<file path="src/rtl/alu_op_issuer_pkg.sv">
// Shared types and helpers for the ALU opcode issuer: opcode width, issue FSM
// states and the multi-cycle opcode classifier.
package alu_op_issuer_pkg;

  localparam int OPW = 4;

  typedef enum logic [1:0] {
    IDLE  = 2'd0,
    ISSUE = 2'd1,
    HOLD  = 2'd2
  } iss_state_t;

  function automatic logic is_multi(input logic [OPW-1:0] op, input logic [OPW-1:0] base);
    return (op >= base);
  endfunction

endpackage

</file>
<file path="src/rtl/alu_op_issuer_if.sv">
// Command/issue bus of the ALU opcode issuer: upstream valid/ready opcode input,
// flush, and the registered opcode stream toward the 4-to-16 decoder.
interface alu_op_issuer_if #(
  parameter int DEPTH = 4
);
  import alu_op_issuer_pkg::*;

  localparam int LW = $clog2(DEPTH + 1);

  logic           cmd_valid;
  logic [OPW-1:0] cmd_op;
  logic           cmd_ready;
  logic           flush;
  logic [OPW-1:0] op_code;
  logic           op_valid;
  logic           op_done;
  logic [LW-1:0]  level;

  modport master (
    output cmd_valid, cmd_op, flush,
    input  cmd_ready, op_code, op_valid, op_done, level
  );

  modport slave (
    input  cmd_valid, cmd_op, flush,
    output cmd_ready, op_code, op_valid, op_done, level
  );

endinterface

</file>
<file path="src/rtl/alu_op_issuer_fifo.sv">
// Small opcode FIFO with one-bit-wider pointers so occupancy is a plain subtraction;
// synchronous clear drops every queued entry.
module alu_op_issuer_fifo #(
  parameter int WIDTH = 4,
  parameter int DEPTH = 4
) (
  input  logic                         clk,
  input  logic                         reset,
  input  logic                         clear,
  input  logic                         push,
  input  logic                         pop,
  input  logic [WIDTH-1:0]             din,
  output logic                         full,
  output logic                         empty,
  output logic [$clog2(DEPTH+1)-1:0]   level,
  output logic [WIDTH-1:0]             head
);
  localparam int AW = $clog2(DEPTH);
  localparam int LW = $clog2(DEPTH + 1);

  logic [WIDTH-1:0] mem_r [DEPTH];
  logic [AW:0]      wr_ptr_r;
  logic [AW:0]      rd_ptr_r;
  logic [AW:0]      diff_s;

  assign diff_s = wr_ptr_r - rd_ptr_r;
  assign level  = LW'(diff_s);
  assign full   = (diff_s == DEPTH[AW:0]);
  assign empty  = (diff_s == {(AW+1){1'b0}});
  assign head   = mem_r[rd_ptr_r[AW-1:0]];

  // Storage and pointer update; the caller guarantees no push when full and no pop when empty.
  always_ff @(posedge clk or posedge reset) begin
    if (reset) begin
      wr_ptr_r <= {(AW+1){1'b0}};
      rd_ptr_r <= {(AW+1){1'b0}};
      for (int i = 0; i < DEPTH; i++) begin
        mem_r[i] <= {WIDTH{1'b0}};
      end
    end else if (clear) begin
      wr_ptr_r <= {(AW+1){1'b0}};
      rd_ptr_r <= {(AW+1){1'b0}};
    end else begin
      if (push) begin
        mem_r[wr_ptr_r[AW-1:0]] <= din;
        wr_ptr_r                <= wr_ptr_r + {{AW{1'b0}}, 1'b1};
      end
      if (pop) begin
        rd_ptr_r <= rd_ptr_r + {{AW{1'b0}}, 1'b1};
      end
    end
  end

endmodule

</file>
<file path="src/rtl/alu_op_issuer.sv">
// Opcode issuer ahead of the ALU decoder: buffers incoming opcodes and issues them
// one at a time, holding multi-cycle opcodes and pulsing op_done on each last cycle.
module alu_op_issuer
  import alu_op_issuer_pkg::*;
#(
  parameter int DEPTH        = 4,
  parameter int MULTI_BASE   = 12,
  parameter int MULTI_CYCLES = 3
) (
  input  logic           clk,
  input  logic           reset,
  alu_op_issuer_if.slave bus
);
  localparam int             LW       = $clog2(DEPTH + 1);
  localparam int             CW       = $clog2(MULTI_CYCLES);
  localparam logic [OPW-1:0] BASE     = OPW'(MULTI_BASE);
  localparam logic [CW-1:0]  CNT_LOAD = CW'(MULTI_CYCLES - 1);

  iss_state_t     state_r, next_state_s;
  logic [CW-1:0]  cnt_r, next_cnt_s;
  logic [OPW-1:0] op_code_r, next_code_s;
  logic           op_valid_r, next_valid_s;
  logic [OPW-1:0] head_s;
  logic [LW-1:0]  level_s;
  logic           full_s, empty_s, ready_s, push_s, load_s, done_s;

  assign ready_s = !full_s && !bus.flush;
  assign push_s  = bus.cmd_valid && ready_s;

  alu_op_issuer_fifo #(.WIDTH(OPW), .DEPTH(DEPTH)) u_fifo (
    .clk   (clk),
    .reset (reset),
    .clear (bus.flush),
    .push  (push_s),
    .pop   (load_s),
    .din   (bus.cmd_op),
    .full  (full_s),
    .empty (empty_s),
    .level (level_s),
    .head  (head_s)
  );

  // Next-state, pop and completion decode; cnt counts the HOLD cycles still to come.
  always_comb begin
    next_state_s = state_r;
    next_cnt_s   = cnt_r;
    next_code_s  = op_code_r;
    next_valid_s = op_valid_r;
    done_s       = 1'b0;
    load_s       = 1'b0;
    if (bus.flush) begin
      next_state_s = IDLE;
      next_cnt_s   = {CW{1'b0}};
      next_valid_s = 1'b0;
    end else begin
      case (state_r)
        IDLE:  load_s = !empty_s;
        ISSUE: begin
          done_s = 1'b1;
          load_s = !empty_s;
        end
        HOLD: begin
          if (cnt_r == {CW{1'b0}}) begin
            done_s = 1'b1;
            load_s = !empty_s;
          end else begin
            next_cnt_s = cnt_r - CW'(1'b1);
          end
        end
        default: begin
          done_s = 1'b0;
          load_s = 1'b0;
        end
      endcase
      if (load_s) begin
        next_code_s  = head_s;
        next_valid_s = 1'b1;
        if (is_multi(head_s, BASE)) begin
          next_state_s = HOLD;
          next_cnt_s   = CNT_LOAD;
        end else begin
          next_state_s = ISSUE;
        end
      end else if (done_s || state_r != HOLD) begin
        next_state_s = IDLE;
        next_valid_s = 1'b0;
      end else begin
        next_state_s = HOLD;
      end
    end
  end

  // FSM, hold counter and registered decoder-facing outputs.
  always_ff @(posedge clk or posedge reset) begin
    if (reset) begin
      state_r    <= IDLE;
      cnt_r      <= {CW{1'b0}};
      op_code_r  <= {OPW{1'b0}};
      op_valid_r <= 1'b0;
    end else begin
      state_r    <= next_state_s;
      cnt_r      <= next_cnt_s;
      op_code_r  <= next_code_s;
      op_valid_r <= next_valid_s;
    end
  end

  assign bus.cmd_ready = ready_s;
  assign bus.op_code   = op_code_r;
  assign bus.op_valid  = op_valid_r;
  assign bus.op_done   = done_s;
  assign bus.level     = level_s;

endmodule

</file>
<file path="src/flat_wrapper.sv">
// flat-port wrapper written by rule: the top's interface ports become plain ports
module alu_op_issuer_flat import alu_op_issuer_pkg::*;
#(
  parameter int DEPTH        = 4,
  parameter int MULTI_BASE   = 12,
  parameter int MULTI_CYCLES = 3
)
  (clk, reset, bus_cmd_valid, bus_cmd_op, bus_flush, bus_cmd_ready, bus_op_code, bus_op_valid, bus_op_done, bus_level);
  alu_op_issuer_if #(.DEPTH(DEPTH)) bus_i ();
  input  logic clk;
  input  logic reset;
  input wire logic [$bits(bus_i.cmd_valid)-1:0] bus_cmd_valid;
  input wire logic [$bits(bus_i.cmd_op)-1:0] bus_cmd_op;
  input wire logic [$bits(bus_i.flush)-1:0] bus_flush;
  output wire logic [$bits(bus_i.cmd_ready)-1:0] bus_cmd_ready;
  output wire logic [$bits(bus_i.op_code)-1:0] bus_op_code;
  output wire logic [$bits(bus_i.op_valid)-1:0] bus_op_valid;
  output wire logic [$bits(bus_i.op_done)-1:0] bus_op_done;
  output wire logic [$bits(bus_i.level)-1:0] bus_level;
  assign bus_i.cmd_valid = bus_cmd_valid;
  assign bus_i.cmd_op = bus_cmd_op;
  assign bus_i.flush = bus_flush;
  assign bus_cmd_ready = bus_i.cmd_ready;
  assign bus_op_code = bus_i.op_code;
  assign bus_op_valid = bus_i.op_valid;
  assign bus_op_done = bus_i.op_done;
  assign bus_level = bus_i.level;
  alu_op_issuer #(.DEPTH(DEPTH), .MULTI_BASE(MULTI_BASE), .MULTI_CYCLES(MULTI_CYCLES)) u_core (.clk(clk), .reset(reset), .bus(bus_i));
endmodule
</file>
<file path="config.mk">
export PLATFORM = sky130hd
export DESIGN_NAME = alu_op_issuer_flat
export DESIGN_NICKNAME = d
export VERILOG_FILES = /design/src/rtl/alu_op_issuer_pkg.sv /design/src/rtl/alu_op_issuer_if.sv /design/src/rtl/alu_op_issuer_fifo.sv /design/src/rtl/alu_op_issuer.sv /design/src/flat_wrapper.sv
export SDC_FILE = /design/constraint.sdc
export NUM_CORES = 1
export LEC_CHECK = 0
export CORE_MARGIN = 4
export CORE_UTILIZATION = 40
export CTS_BUF_LIST = sky130_fd_sc_hd__clkbuf_16
export DETAILED_ROUTE_END_ITERATION = 8
export GPL_ROUTABILITY_DRIVEN = 0
export GPL_TIMING_DRIVEN = 0
export MAX_ROUTING_LAYER = met4
export SETUP_SLACK_MARGIN = 0.3
export SYNTH_ARGS = -nofsm -noshare
export SYNTH_HDL_FRONTEND = slang
export SYNTH_SLANG_ARGS = --single-unit
</file>
<file path="constraint.sdc">
create_clock -name clk -period 2.6 [get_ports clk]
set_input_delay 0.52 -clock clk [delete_from_list [all_inputs] [get_ports clk]]
set_output_delay 0.52 -clock clk [all_outputs]
set_load 0.01 [all_outputs]
</file>
==> run_results.csv <==
group,metric,value,unit
layout,area_growth,29.4,%
clock_network,cts-root-buf,"clkbuf_16",
layout,drive_above_1_share,0.384,
die,chipHeight,72.2,um
die,core.rowCount,23,
grt,grt_pass1_wl,5320,um
clock_network,numCtsBuffers,5,
sta,relSlewSlack,0.204,
layout,final_area,0.00213,mm^2
sta,tightest_slew,1190,ps
clock_network,cts_max_level,2,
logic_synthesis,avgSynthCellArea,12.7,um^2
clock_network,clk_latency,270,ps
logic_synthesis,synth-simple-area-share,0.0828,
logic_synthesis,synth_xor_area_frac,0.0304,
run_status,status,"complete, no violations",
routing,drtIter0Drc,20,
logic_synthesis,syn-instance-count,130,
routing,drt_wl_total,3270,um
min_path,worstHoldEndpoint,"u_core.u_fifo.mem_r[3]$_DFFE_PP0P_",
die,die-area,0.00521,mm^2
die,die_w,72.2,um
setup_path,reg2reg_slack,350,ps
sta,setup_viol,0,
setup_path,regToRegEndpoint,"u_core.u_fifo.mem_r[0]$_DFFE_PP0P_",
layout,nets,182,
clock_network,clkSinkCount,31,
logic_synthesis,yosysTopAreaCell,"dfrtp_1",
placed_design,hpwl,2350,um
logic_synthesis,yosys-top-cells-count,"dfrtp_1, mux2_2, inv_1",
sta,fmax,432,MHz
clock_network,clk_pin_slew,50,ps
clock_network,cts_max_path_buffers,2,
sta,fin_crit_sh,0.891,
setup_path,arrival,1800,ps
clock_network,cts_hold_buffers,0,
grt,grt_max_degree,32,
sta,hold_viol,0,
setup_path,critical_path.max_fanout,4,
logic_synthesis,yosysSeqAreaShare,0.471,
sta,finClkSkew,3.36,ps
placed_design,port_buffers,17,
die,initial_utilization,0.412,
grt,grt_use_total,0.140,
setup_path,criticalPathCategory,"flip-flop to output pin",
die,io_pins,18,
layout,post-route-util,0.533,
setup_path,start_kind,"flip-flop",
layout,fillCellCount,349,
layout,diodes,0,
min_path,whs_path_depth,1,
clock_network,cts_tree,"yes",
grt,grt_pass1_vias,1125,
logic_synthesis,synth_top_family_by_area,"multiplexers",
flow_run,max_cap_viol_count,0,
logic_synthesis,synth_warnings,0,
setup_path,reg2reg_from,"u_core.u_fifo.wr_ptr_r[0]$_DFFE_PP0P_",
routing,wl_per_cell,15.3,um
sta,setup_tns,0,ps
grt,grt_overflow,0,
logic_synthesis,synth-compound-area-share,0.0714,
logic_synthesis,ys_ff_latch,31,
setup_path,rr_worst_depth,10,
sta,rsz0062_at_grt,"yes",
logic_synthesis,async_flop_share,1.00,
routing,drc,0,
min_path,hp-class,"flip-flop to flip-flop",
logic_synthesis,synth.top_cells.by_area,"dfrtp_1, mux2_2, ha_1",
logic_synthesis,synth_adder_area_share,0.0881,
pwr,power.density,1310,mW/mm^2
logic_synthesis,yosysMostFrequentCell,"dfrtp_1",
min_path,min_from,"u_core.u_fifo.mem_r[3]$_DFFE_PP0P_",
die,core,0.00400,mm^2
pwr,ir_drop,490,uV
routing,ant_nets,0,
logic_synthesis,syn_nets,149,
logic_synthesis,synth_top_area_frac,0.471,
sta,finalCriticalPeriod,2320,ps
logic_synthesis,synth.distinct_cells,31,
sta,finalMaxSlewViolations,0,
routing,vias,1077,
routing,vias_per_cell,5.03,
placed_design,place_area,0.00188,mm^2
setup_path,crit_start,"u_core.u_fifo.wr_ptr_r[0]$_DFFE_PP0P_",
logic_synthesis,yosys_most_used_dff,"dfrtp_1",
pwr,power.leakage,0.970,nW
setup_path,required,2080,ps
logic_synthesis,syn_area,0.00165,mm^2
grt,grt_antenna_before_repair,0,
logic_synthesis,muxShareOfSynthArea,0.204,
routing,firstDrtPassIters,4,
logic_synthesis,synth_edf_count,0,
setup_path,crit_path_end_kind,"output pin",
==> cell families (layout without fill, tap and decap cells) <==
group                    count (synthesis)  in the layout
multiplexers                            26             26
AND/OR/NAND/NOR                         25             25
buffers and inverters                   17             51
flip-flops                              31             31
AO/OA/AOI/OAI                           16             16
XOR/XNOR                                 4              4
adder cells (fa/ha/maj)                 11             11
==> registers in the layout (all words and copies together), names as in the netlist <==
register	count
u_core.bus.op_code	4
u_core.cnt_r	2
u_core.state_r	2
u_core.u_fifo.wr_ptr_r	3
u_core.bus.op_valid	1
u_core.u_fifo.rd_ptr_r	3
u_core.u_fifo.mem_r	16
==> per-stage QoR <==
stage	hold WS [ps]	total power [mW]	setup slack (ps)	instances
floorplan	475	1.63	418	130
global placement	485	1.97	-86.7	197
detailed placement	494	2.02	-85.2	197
CTS	507	2.74	146	209
global route	515	2.99	191	214
finish	499	2.80	284	214
==> per-layer routing <==
metal / up-vias / wire (um) / GRT usage
met1: 547 / 1380 / 0.153
met2: 12 / 1770 / 0.245
met5: - / 0 / -
met4: 0 / 13 / 0.0397
li1: 516 / - / -
met3: 2 / 110 / 0.0416
==> cell type report <==
cell class | count | area, um^2 | share of cell area
plain buffers | 5 | 42.5 | 0.0200
clock buffers | 5 | 125 | 0.0587
clock inverters | 3 | 38.8 | 0.0182
inverters | 12 | 45.0 | 0.0211
multi-input cells | 82 | 817 | 0.383
flip-flops and latches | 31 | 777 | 0.365
well taps | 50 | 62.6 | 0.0294
repair buffers | 26 | 223 | 0.105
==> cells in the final DEF (no fill, tap or decap), drive strengths merged, types with 2 or more instances in the layout <==
cell type and instances:
mux2i 2, and3 3, mux2 20, nor2b 2
clkdlybuf4s50 13, nor2 8, nand3 2, ha 10
dfrtp 31, buf 15, mux4 4, nand2 4
and2 2, clkinv 2, clkbuf 7, a21oi 7
a211oi 2, inv 12, xnor2 3, o21ai 2
==> power breakdown <==
part | internal, mW | leakage [nW] | switching, mW
Clock | 0.446 | 0.0812 | 0.195
Sequential | 0.671 | 0.397 | 0.107
Combinational | 0.770 | 0.492 | 0.613
Total | 1.89 | 0.970 | 0.915
==> how the worst max path moves through the flow <==
stage / end / slack (ps) / cells after the start
3_3_place_gp: bus_cmd_ready / -90 / 4
2_1_floorplan: u_core.bus.op_code[0]$_DFFE_PP0P_ / 420 / 7
4_1_cts: bus_cmd_ready / 150 / 6
5_1_grt: bus_cmd_ready / 190 / 6
6_report: bus_cmd_ready / 280 / 6
3_5_place_dp: bus_cmd_ready / -90 / 4
==> what timing repair did <==
item	CTS	global route
buffers inserted	4	5
gates resized for setup	19	9
pin swaps	1	2
endpoints found under the hold margin	0	0
gates cloned	0	0
endpoints found under the setup margin	19	22
==> worst max-delay path, cell delays in order (launching register included) <==
cell and delay, ps:
dfrtp_1 350, inv_2 60, ha_1 200, fa_2 540, and2_4 160, a21oi_1 60, buf_2 140
Note: power is estimated with default switching activity, not from simulation.
